### config.mk
export PLATFORM = sky130hd
export DESIGN_NAME = png_chunk_ctrl
export DESIGN_NICKNAME = d
export VERILOG_FILES = /design/src/rtl/png_pkg.sv /design/src/rtl/png_chunk_cnt.sv /design/src/rtl/png_chunk_ctrl.sv
export SDC_FILE = /design/constraint.sdc
export NUM_CORES = 1
export LEC_CHECK = 0
export CORE_MARGIN = 8
export CORE_UTILIZATION = 48
export DETAILED_ROUTE_END_ITERATION = 8
export HOLD_SLACK_MARGIN = 0.1
export PLACE_DENSITY = 0.87
export SLEW_MARGIN = 20
export SYNTH_ARGS = -nofsm -noshare
export SYNTH_HDL_FRONTEND = slang
export SYNTH_SLANG_ARGS = --single-unit
export TNS_END_PERCENT = 100
### constraint.sdc
create_clock -name clk -period 4.3 [get_ports clk]
set_input_delay 0.645 -clock clk [delete_from_list [all_inputs] [get_ports clk]]
set_output_delay 0.645 -clock clk [all_outputs]
set_load 0.005 [all_outputs]
### src/rtl/png_pkg.sv
// png_pkg: shared definitions for the PNG chunk controller.
// Holds the word width, the chunk FSM state type and common PNG chunk type codes.
package png_pkg;

  localparam int unsigned DATA_WD = 32;
  // Word counter width: chunk length in whole 32-bit words.
  localparam int unsigned CNT_WD  = DATA_WD - 2;

  localparam logic [DATA_WD-1:0] TypIhdr = 32'h49484452;
  localparam logic [DATA_WD-1:0] TypIdat = 32'h49444154;
  localparam logic [DATA_WD-1:0] TypIend = 32'h49454E44;

  typedef enum logic [2:0] {
    StIdle,
    StInit,
    StLen,
    StTyp,
    StDat,
    StWait,
    StCrc
  } state_e;

endpackage

### src/rtl/png_chunk_cnt.sv
// png_chunk_cnt: loadable word down-counter with is-last / is-zero flags.
// Saturates at zero so a stray decrement can never wrap.
module png_chunk_cnt import png_pkg::*; (
  input  logic              clk,
  input  logic              rstn,
  input  logic              load_i,
  input  logic [CNT_WD-1:0] load_val_i,
  input  logic              dec_i,
  output logic [CNT_WD-1:0] cnt_o,
  output logic              is_last_o,
  output logic              is_zero_o
);

  localparam logic [CNT_WD-1:0] CntOne = {{(CNT_WD-1){1'b0}}, 1'b1};

  logic [CNT_WD-1:0] r_cnt;

  // Count register: load has priority over decrement.
  always_ff @(posedge clk or negedge rstn) begin
    if (!rstn) begin
      r_cnt <= '0;
    end else if (load_i) begin
      r_cnt <= load_val_i;
    end else if (dec_i && (r_cnt != '0)) begin
      r_cnt <= r_cnt - CntOne;
    end
  end

  assign cnt_o     = r_cnt;
  assign is_last_o = (r_cnt == CntOne);
  assign is_zero_o = (r_cnt == '0);

endmodule

### src/rtl/png_chunk_ctrl.sv
// png_chunk_ctrl: sequences one PNG chunk as a word stream (length, type, data, CRC)
// and drives an external crc32 engine with the type and data words as they transfer.
// Optional feature: define PNG_CHUNK_CTRL_LEN_CHK_EN to check dat_lst_i against the
// word count and raise a sticky err_o; otherwise err_o is tied low.
module png_chunk_ctrl #(
  parameter int unsigned DATA_WD = 32
) (
  input  logic               clk,
  input  logic               rstn,
  input  logic               start_i,
  input  logic [DATA_WD-1:0] len_i,
  input  logic [DATA_WD-1:0] typ_i,
  input  logic               dat_val_i,
  input  logic [DATA_WD-1:0] dat_i,
  input  logic               dat_lst_i,
  output logic               dat_rdy_o,
  output logic               val_o,
  output logic [DATA_WD-1:0] dat_o,
  output logic               lst_o,
  input  logic               rdy_i,
  output logic               busy_o,
  output logic               done_o,
  output logic               err_o,
  output logic               crc_start_o,
  output logic               crc_val_o,
  output logic [DATA_WD-1:0] crc_dat_o,
  output logic               crc_lst_o,
  input  logic               crc_done_i,
  input  logic               crc_val_i,
  input  logic [DATA_WD-1:0] crc_dat_i
);
  import png_pkg::*;

  state_e             r_state;
  state_e             w_state_nxt;
  logic [DATA_WD-1:0] r_typ;
  logic [DATA_WD-1:0] r_crc;
  logic               r_done;
  logic               w_accept;
  logic               w_xfer;
  logic               w_dat_xfer;
  logic               w_crc_hit;
  logic [CNT_WD-1:0]  w_cnt;
  logic               w_cnt_last;
  logic               w_cnt_zero;

  assign w_accept   = (r_state == StIdle) && start_i;
  assign w_xfer     = val_o && rdy_i;
  assign w_dat_xfer = (r_state == StDat) && w_xfer;
  assign w_crc_hit  = crc_val_i || crc_done_i;

  // The counter doubles as the latched length: it only moves during data.
  png_chunk_cnt u_cnt (
    .clk        (clk),
    .rstn       (rstn),
    .load_i     (w_accept),
    .load_val_i (len_i[DATA_WD-1:2]),
    .dec_i      (w_dat_xfer),
    .cnt_o      (w_cnt),
    .is_last_o  (w_cnt_last),
    .is_zero_o  (w_cnt_zero)
  );

  // State register.
  always_ff @(posedge clk or negedge rstn) begin
    if (!rstn) begin
      r_state <= StIdle;
    end else begin
      r_state <= w_state_nxt;
    end
  end

  // Next-state logic.
  always_comb begin
    w_state_nxt = r_state;
    case (r_state)
      StIdle: if (start_i) w_state_nxt = StInit;
      StInit: w_state_nxt = StLen;
      StLen:  if (w_xfer) w_state_nxt = StTyp;
      StTyp:  if (w_xfer) w_state_nxt = w_cnt_zero ? StWait : StDat;
      StDat:  if (w_xfer && w_cnt_last) w_state_nxt = StWait;
      StWait: if (w_crc_hit) w_state_nxt = StCrc;
      StCrc:  if (w_xfer) w_state_nxt = StIdle;
      default: w_state_nxt = StIdle;
    endcase
  end

  // Output decode; the crc engine is fed only on the cycle a word leaves downstream.
  always_comb begin
    dat_rdy_o   = 1'b0;
    val_o       = 1'b0;
    dat_o       = '0;
    lst_o       = 1'b0;
    crc_start_o = 1'b0;
    crc_val_o   = 1'b0;
    crc_dat_o   = '0;
    crc_lst_o   = 1'b0;
    busy_o      = (r_state != StIdle);
    case (r_state)
      StInit: crc_start_o = 1'b1;
      StLen: begin
        val_o = 1'b1;
        dat_o = {w_cnt, 2'b00};
      end
      StTyp: begin
        val_o     = 1'b1;
        dat_o     = r_typ;
        crc_val_o = rdy_i;
        crc_dat_o = r_typ;
        crc_lst_o = rdy_i && w_cnt_zero;
      end
      StDat: begin
        dat_rdy_o = rdy_i;
        val_o     = dat_val_i;
        dat_o     = dat_i;
        crc_val_o = dat_val_i && rdy_i;
        crc_dat_o = dat_i;
        crc_lst_o = dat_val_i && rdy_i && w_cnt_last;
      end
      StCrc: begin
        val_o = 1'b1;
        dat_o = r_crc;
        lst_o = 1'b1;
      end
      default: ;
    endcase
  end

  // Chunk datapath: type latch, CRC capture and the done pulse.
  always_ff @(posedge clk or negedge rstn) begin
    if (!rstn) begin
      r_typ  <= '0;
      r_crc  <= '0;
      r_done <= 1'b0;
    end else begin
      r_done <= (r_state == StCrc) && w_xfer;
      if (w_accept) begin
        r_typ <= typ_i;
      end
      if ((r_state == StWait) && w_crc_hit) begin
        r_crc <= crc_dat_i;
      end
    end
  end

  assign done_o = r_done;

`ifdef PNG_CHUNK_CTRL_LEN_CHK_EN
  logic r_err;
  logic w_unused;
  assign w_unused = ^len_i[1:0];

  // Sticky length error: dat_lst_i must coincide exactly with the counter's last word.
  always_ff @(posedge clk or negedge rstn) begin
    if (!rstn) begin
      r_err <= 1'b0;
    end else if (w_accept) begin
      r_err <= 1'b0;
    end else if (w_dat_xfer && (dat_lst_i != w_cnt_last)) begin
      r_err <= 1'b1;
    end
  end

  assign err_o = r_err;
`else
  logic w_unused;
  assign w_unused = ^{len_i[1:0], dat_lst_i};
  assign err_o    = 1'b0;
`endif

endmodule

==> impl_metrics.toml, run 1 <==
[cells_and_area]
drive_gt1_frac = 0.0883
final_core_util = 0.700
fillers = 821
final_cell_count_no_fill = 876
multi_input_area_mm2 = 0.00262
area_growth_syn_to_layout_pct = 43.4
nets = 874
diodes = 0
seqCellArea_mm2 = 0.00245

[clock_tree]
cts_tree = "built"
cts.reportedPaths.clkPinSlew_ns = 0.09
cts_root_buffer = "clkbuf_8"
post_cts_buffers = 0
insertion_delay_ns = 0.35
holdBufCountCts = 0
cts_buffer_depth = 2
post_cts_resized = 0
htreeDepth = 3
cts_made_buffers = 9
cts_sinks = 98

[routing]
drtIter0Drc = 335
viasPerCell = 6.08
drc_errors = 0
postRouteAntennaNets = 0
via_count = 5322
wl_per_cell_um = 21.3
drt_first_pass_iters = 6
wirelength_mm = 18.7

[timing]
whs_ns = 0.332
finalClockSkew_ns = 0.0108
finalSetupViolations = 0
finalCritPeriodShare = 0.889
tns_ns = 0
finalHoldViolCount = 0
fin_crit_ns = 3.82
tightest_slew_ns = 1.03
slew_violations = 0
max_freq_mhz = 262
slew_headroom = 0.314
rsz0062_at_grt = "no"

[grt]
gr-total-overflow = 0
top_usage_layer = "met2"
antenna_found_initial = 0
grtUsageMet2 = 0.416
grt_max_degree = 81
grt_pass1_wl_mm = 28.9
gr-usage-met3 = 0.0625
grt_usage = 0.251
gr-usage-met1 = 0.309
grt_pass1_vias = 5457

[placed_design]
routabilityCongestion = 0.843
dpl.hpwl_mm = 13.9
portBuffers = 204
dp_cells = 864

[pwr]
vdd_drop_max_uv = 293
leakage_nw = 3.10
p_total_mw = 4.56
cellPowerDensity_mw_per_mm2 = 604

[die]
die_x_um = 121
coreArea_mm2 = 0.0108
io_pins = 209
start_util = 0.488
die_h_um = 121
die_area_mm2 = 0.0146
rows = 38

[synthesis]
syn_inst = 558
synth_nets = 697
ys_ff_latch = 98
yosysUniqueCellTypes = 47
synth_area_per_cell_um2 = 9.44
synth_edf_count = 0
syn-cell-area_mm2 = 0.00527
ys_seq_area_frac = 0.466
yosysWarnings = 0
synth_flop_cell = "dfrtp_1"
async_reset_ff_frac = 1.00

[critical_path]
path_class = "register to output pin"
cp.required_ns = 3.65
start_kind = "register"
cp_max_fo = 11
critPathCaptureType = "output pin"
critPathArrivalTime_ns = 3.18

[run]
cap_violations = 0

[status]
status = "finished, final reports clean"

[min_path]
hp-class = "primary input to asynchronous set/reset pin"
==> cell usage after synthesis (all sizes together), types with 2 or more instances <==
cell type	instances	area share
nand4b	4	0.0067
or3	13	0.015
o22ai	2	0.0024
a21oi	4	0.0038
nor2	31	0.022
nor3	13	0.012
nor4	6	0.0071
and2	5	0.0059
nand3	10	0.0095
or4	17	0.026
inv	5	0.0036
o31ai	6	0.0086
clkbuf	40	0.029
dfrtp	98	0.47
mux2	32	0.068
buf	8	0.0093
nand2b	2	0.0024
a211oi	4	0.0057
a221o	31	0.059
nand2	129	0.092
a32oi	2	0.0033
ha	3	0.0071
o21ai	10	0.0095
a2111o	2	0.0043
o311ai	8	0.013
and3	3	0.0036
o211ai	2	0.0029
o41ai	3	0.0050
a31oi	15	0.018
a22o	32	0.053
or2	4	0.0048
a21o	2	0.0029
nand4	3	0.0036
==> per-stage QoR <==
stage               instance area [um^2]  setup slack, ns
floorplan                           5270             1.48
global placement                    7380            0.917
detailed placement                  7380            0.881
CTS                                 7540            0.483
global route                        7550            0.358
finish                              7550            0.476
==> cells by family after synthesis <==
group / synth area share
and+or+nand+nor: 0.216
AOI/OAI and AO/OA: 0.197
DFF: 0.466
buffers and inverters: 0.0413
muxes: 0.0703
adders and majority gates: 0.00713
other: 0.000712
xor gates and xnor gates: 0.00166
==> critical path, cell delays in order, from the launching register on <==
cell,delay (ns)
dfrtp_1,0.45
or3_1,0.49
or4_4,0.59
or4_1,0.61
nor2_1,0.14
clkdlybuf4s50_1,0.55
==> registers in the layout, indices dropped and copies added, names as in the netlist <==
name	count
r_crc	32
r_typ	32
u_cnt.cnt_o	30
r_state	3
done_o	1
==> routing by layer <==
metal,vias to the layer above,share of wire
li1,2417,-
met2,293,0.50
met3,32,0.087
met4,0,0.026
met1,2580,0.39
met5,-,0
==> final cells by class <==
cell class,instances,share of cell area
clock buffers,11,0.0174
clock inverters,1,0.00398
repair buffers,214,0.281
flip-flops and latches,98,0.325
multi-input cells,407,0.348
well taps,140,0.0232
inverters,5,0.00249
==> power by group <==
part	internal (mW)	leakage (nW)	switching [mW]
clock network	0.258	0.0812	0.300
logic	1.21	1.84	0.973
registers	1.36	1.18	0.463
total	2.83	3.10	1.74
==> worst paths after layout <==
kind	end	start	depth (start not counted)	slack [ns]
max	crc_lst_o	u_cnt.cnt_o[9]$_DFFE_PN0P_	5	0.48
min	u_cnt.cnt_o[21]$_DFFE_PN0P_	rstn	1	0.33
max reg2reg	u_cnt.cnt_o[16]$_DFFE_PN0P_	u_cnt.cnt_o[9]$_DFFE_PN0P_	6	1.36
min reg2reg	r_typ[19]$_DFFE_PN0P_	r_typ[19]$_DFFE_PN0P_	2	0.48
max in group asynchronous	r_typ[9]$_DFFE_PN0P_	rstn	2	3.19
min in group clk	r_typ[19]$_DFFE_PN0P_	r_typ[19]$_DFFE_PN0P_	2	0.48
==> cells in the final DEF (no fill, tap or decap), types with 13 or more instances in the layout <==
cell / instances
a221o_1: 31
a22o_1: 32
a31oi_1: 15
clkdlybuf4s50_1: 203
dfrtp_1: 98
mux2_2: 32
nand2_1: 128
nor2_1: 29
or3_1: 13
or4_1: 15
Power figures use the tool's default switching activity.
==> run 2, diff against run 1 <==
- CORE_ASPECT_RATIO: default -> 1.4
==> run 2 against run 1 <==
Effect of this change:
- fmax grew 1.1%
- cell count grew 0.68%
- utilization grew 1.7 points
- die area grew 0.33%
- clock-buffer cell count grew 2
- register-to-register slack lost 0.19 ns
- via count is essentially flat
- clock skew shrank 0.0035 ns
- critical path type unchanged
==> impl_metrics.toml, run 2 (synthesis results as in run 1) <==
[routing]
wirelength_mm = 19.0
viasPerCell = 6.04
wl_per_cell_um = 21.6
postRouteAntennaNets = 0
drtIter0Drc = 351
drt_first_pass_iters = 4
via_count = 5327
drc_errors = 0

[critical_path]
path_class = "register to output pin"
cp.required_ns = 3.65
critPathCapture = "crc_lst_o"
start_kind = "register"
critPathArrivalTime_ns = 3.14
critPathCaptureType = "output pin"
slowest_stage = "or4_4"
r2r_slack_ns = 1.17
r2r_start = "r_state[2]$_DFFE_PN0P_"
cp_top_family = "simple AND/OR/NAND/NOR gates"
critPathBufInv = 1
cp_slowest_stage_delay_ns = 0.60
crit_chain = "or3_1 > or4_4 > or4_1 > nor2_1 > clkdlybuf4s50_1"
crit_start = "u_cnt.cnt_o[8]$_DFFE_PN0P_"
crit-reg2reg-capture = "u_cnt.cnt_o[28]$_DFFE_PN0P_"
rr_worst_depth = 5
path_depth = 5
cp_max_fo = 11

[timing]
slew_headroom = 0.448
finalCritPeriodShare = 0.879
finalHoldViolCount = 0
fin_crit_ns = 3.78
finalClockSkew_ns = 0.00733
tightest_slew_ns = 0.828
finalSetupViolations = 0
max_freq_mhz = 265
rsz0062_at_grt = "no"
slew_violations = 0
tns_ns = 0

[pwr]
combinationalPowerShare = 0.451
switchingPower_mw = 1.77
switching_share = 0.365
clock_power_share = 0.174
cellPowerDensity_mw_per_mm2 = 628
p_int_mw = 3.07
leakage_nw = 3.16
vdd_drop_max_uv = 285
seq_power_share = 0.375

[grt]
grt_usage = 0.257
antenna_found_initial = 0
grt_pass1_vias = 5521
grt_pass1_wl_mm = 29.9
gr-total-overflow = 0
grt_max_degree = 64

[clock_tree]
cts_root_buffer = "clkbuf_16"
insertion_delay_ns = 0.34
cts_made_buffers = 9
post_cts_resized = 0
cts.reportedPaths.clkPinSlew_ns = 0.07
cts_sinks = 98
holdBufCountCts = 0
cts_buffer_depth = 2
htreeDepth = 3
post_cts_buffers = 0
cts_tree = "built"

[status]
status = "finished, final reports clean"

[cells_and_area]
final_common_cell = "clkdlybuf4s50_1"
final_cell_mix = "clkdlybuf4s50_1, nand2_1, dfrtp_1, a22o_1, mux2_2"
nets = 875
drive_gt1_frac = 0.0958
diodes = 0
final_core_util = 0.716
final_cell_count_no_fill = 882
final_area_mm2 = 0.00770
area_growth_syn_to_layout_pct = 46.3

[placed_design]
dp_cells = 866
portBuffers = 204
placed_cell_area_mm2 = 0.00738
dpl.hpwl_mm = 13.8
routabilityCongestion = 0.880

[die]
rows = 45
coreArea_mm2 = 0.0108
die_h_um = 140
die_x_um = 105
io_pins = 209
die_area_mm2 = 0.0146
start_util = 0.490

[min_path]
hp-class = "primary input to asynchronous set/reset pin"

[run]
cap_violations = 0
[run 2: worst min path at each step]
stage / start / end / slack, ns / cells past startpoint
after floorplan: rstn / done_o$_DFF_PN0_ / 0.35 / 0
after CTS: rstn / r_crc[25]$_DFFE_PN0P_ / 0.43 / 1
after global placement: r_typ[19]$_DFFE_PN0P_ / r_typ[19]$_DFFE_PN0P_ / 0.46 / 2
after detailed placement: r_typ[14]$_DFFE_PN0P_ / r_typ[14]$_DFFE_PN0P_ / 0.46 / 2
final: rstn / r_crc[25]$_DFFE_PN0P_ / 0.39 / 1
after global routing: rstn / r_crc[25]$_DFFE_PN0P_ / 0.44 / 1
[run 2: power groups by stage]
stage                     clock, mW  combinational (mW)  sequential, mW
after floorplan                   0                1.21            1.60
after global placement            0                2.11            1.77
after detailed placement          0                2.17            1.80
after CTS                     0.858                2.19            1.79
after global routing          0.888                2.36            1.87
final                         0.844                2.18            1.81
[run 2: cell type report]
class / count / area (um^2)
tap: 141 / 176
clock buffer: 13 / 270
multi-input combinational: 407 / 2620
inverter: 5 / 18.8
timing repair buffer: 215 / 2120
sequential: 98 / 2450
fill: 776 / 3050
clock inverter: 3 / 46.3
[run 2: worst reg2reg max path, delay by kind of cell, from the launching register on]
kind / cells / cell delay [ns]
AND/OR/NAND/NOR: 3 / 1.66
flip-flops: 1 / 0.58
AO/OA/AOI/OAI: 2 / 0.82
[run 2: per-stage QoR]
stage	hold WS (ns)	setup WS, ns	power, mW
floorplan	0.349	1.48	2.81
global placement	0.458	0.850	3.88
detailed placement	0.464	0.800	3.97
CTS	0.428	0.538	4.84
global route	0.442	0.419	5.11
finish	0.386	0.520	4.84
[run 2: routing by layer]
| metal | wire [um] | up-vias | GRT usage |
|---|---|---|---|
| li1 | - | 2422 | - |
| met1 | 7140 | 2553 | 0.303 |
| met2 | 9630 | 300 | 0.428 |
| met3 | 1400 | 52 | 0.0537 |
| met4 | 840 | 0 | 0.145 |
| met5 | 0 | - | 0 |
==> run 3, diff against run 2 <==
- CELL_PAD_IN_SITES_DETAIL_PLACEMENT: default -> 0
- CELL_PAD_IN_SITES_GLOBAL_PLACEMENT: default -> 1
- CORE_UTILIZATION: 48 -> 35
- PLACE_DENSITY: 0.87 -> default
- PLACE_DENSITY_LB_ADDON: default -> 0.1
==> run 3 against run 2 <==
Effect of this change:
- die area rose by 32%
- highest routed layer unchanged
- clock skew rose by 0.0016 ns
- power rose by 3.6%
- fmax fell by 0.42%
- critical path depth did not move
- combinational power barely moved
- sequential power barely moved
==> impl_metrics.toml, run 3 (synthesis results as in run 1) <==
[critical_path]
cp.required_ns = 3.65
path_class = "register to output pin"
cp_slowest_stage_delay_ns = 0.61
cp_max_fo = 11
crit_chain = "or3_1 > or4_4 > or4_1 > nor2_1 > clkdlybuf4s50_1"
critPathCaptureType = "output pin"
slowest_stage = "or4_4"
cp_top_family = "simple AND/OR/NAND/NOR gates"
start_kind = "register"
critPathArrivalTime_ns = 3.15
critPathBufInv = 1

[routing]
viasPerCell = 5.46
via_count = 5120
postRouteAntennaNets = 0
drc_errors = 0
drt_first_pass_iters = 4
wirelength_mm = 20.0
wl_met3_mm = 1.62
top_layer_used = "met4"
wl_met1_mm = 7.96
wl_met2_mm = 9.91
drtIter0Drc = 235
wl_per_cell_um = 21.4

[die]
coreArea_mm2 = 0.0149
io_pins = 209
die_area_mm2 = 0.0193
rows = 53
die_h_um = 161
start_util = 0.354
die_x_um = 120

[clock_tree]
post_cts_resized = 0
insertion_delay_ns = 0.36
cts_buffer_depth = 2
post_cts_buffers = 0
cts_root_buffer = "clkbuf_16"
cts_made_buffers = 9
cts.reportedPaths.clkPinSlew_ns = 0.07
cts_tree = "built"
cts_sinks = 98
htreeDepth = 3
holdBufCountCts = 0

[timing]
slew_violations = 0
fin_crit_ns = 3.80
tightest_slew_ns = 0.940
slew_headroom = 0.373
tns_ns = 0
rsz0062_at_grt = "no"
finalSetupViolations = 0
max_freq_mhz = 263
finalHoldViolCount = 0
finalClockSkew_ns = 0.00893
finalCritPeriodShare = 0.883

[pwr]
cellPowerDensity_mw_per_mm2 = 638
leakage_nw = 3.21
vdd_drop_max_uv = 266

[grt]
grt_pass1_vias = 5312
grt_usage = 0.207
grt_pass1_wl_mm = 31.2
antenna_found_initial = 1
gr-total-overflow = 0
grt_max_degree = 71

[run]
cap_violations = 0

[status]
status = "finished, final reports clean"

[cells_and_area]
drive_gt1_frac = 0.102
final_cell_mix = "clkdlybuf4s50_1, nand2_1, dfrtp_1, a22o_1, mux2_2"
final_core_util = 0.529
area_growth_syn_to_layout_pct = 49.2
nets = 879
final_common_cell = "clkdlybuf4s50_1"

[placed_design]
portBuffers = 204
routabilityCongestion = 0.794
dpl.hpwl_mm = 14.8

[min_path]
hp-class = "primary input to asynchronous set/reset pin"
==> run 3: cell count changes in the layout (fill, tap and decap cells not counted), sizes merged <==
cell      delta
clkbuf       -3
bufinv       +3
clkinvlp     -1
diode        +1
clkinv       +1
buf          +4
==> run 3: path summary, 6_finish.rpt <==
kind / start / endpoint / slack, ns / depth (start not counted)
setup / recovery: u_cnt.cnt_o[9]$_DFFE_PN0P_ / crc_lst_o / 0.50 / 5
hold / removal: rstn / r_state[1]$_DFFE_PN0P_ / 0.42 / 1
setup reg to reg: r_state[2]$_DFFE_PN0P_ / u_cnt.cnt_o[28]$_DFFE_PN0P_ / 1.57 / 6
hold reg to reg: r_typ[22]$_DFFE_PN0P_ / r_typ[22]$_DFFE_PN0P_ / 0.48 / 2
max in group asynchronous: rstn / r_crc[12]$_DFFE_PN0P_ / 2.91 / 2
min in group clk: r_typ[22]$_DFFE_PN0P_ / r_typ[22]$_DFFE_PN0P_ / 0.48 / 2
==> run 3: per-layer routing <==
layer / GRT usage / vias up
li1: - / 2426
met1: 0.245 / 2501
met2: 0.340 / 165
met3: 0.0625 / 28
met4: 0.0866 / 0
met5: 0 / -
==> run 3: final cells by class <==
| class | instances | area, um^2 |
|---|---|---|
| Antenna cell | 1 | 2.50 |
| Clock buffer | 10 | 239 |
| Clock inverter | 6 | 138 |
| Fill cell | 1428 | 7000 |
| Inverter | 5 | 18.8 |
| Multi-Input combinational cell | 407 | 2620 |
| Sequential cell | 98 | 2450 |
| Tap cell | 192 | 240 |
| Timing Repair Buffer | 219 | 2150 |
==> run 3: power by group <==
group	leakage (nW)	total (mW)	internal (mW)	switching [mW]
clock network	0.183	1.02	0.646	0.378
logic	1.85	2.17	1.21	0.959
registers	1.18	1.82	1.36	0.458
==> run 3: per-stage QoR <==
| step | cells | instance area [um^2] | setup WS (ns) | power, mW | hold WS (ns) |
|---|---|---|---|---|---|
| global route | 938 | 7860 | 0.404 | 5.34 | 0.495 |
| floorplan | 558 | 5270 | 1.48 | 2.81 | 0.349 |
| CTS | 937 | 7860 | 0.508 | 5.04 | 0.474 |
| detailed placement | 921 | 7480 | 0.898 | 4.01 | 0.464 |
| finish | 938 | 7860 | 0.504 | 5.01 | 0.419 |
| global placement | 921 | 7480 | 0.903 | 3.95 | 0.459 |
==> run 3: worst register-to-register path, delay by kind of cell (launching register included) <==
| family | cells | cell delay [ns] |
|---|---|---|
| flip-flops | 1 | 0.58 |
| AND/OR/NAND/NOR | 3 | 1.20 |
| buffers and inverters | 1 | 0.21 |
| AO/OA/AOI/OAI | 2 | 0.66 |
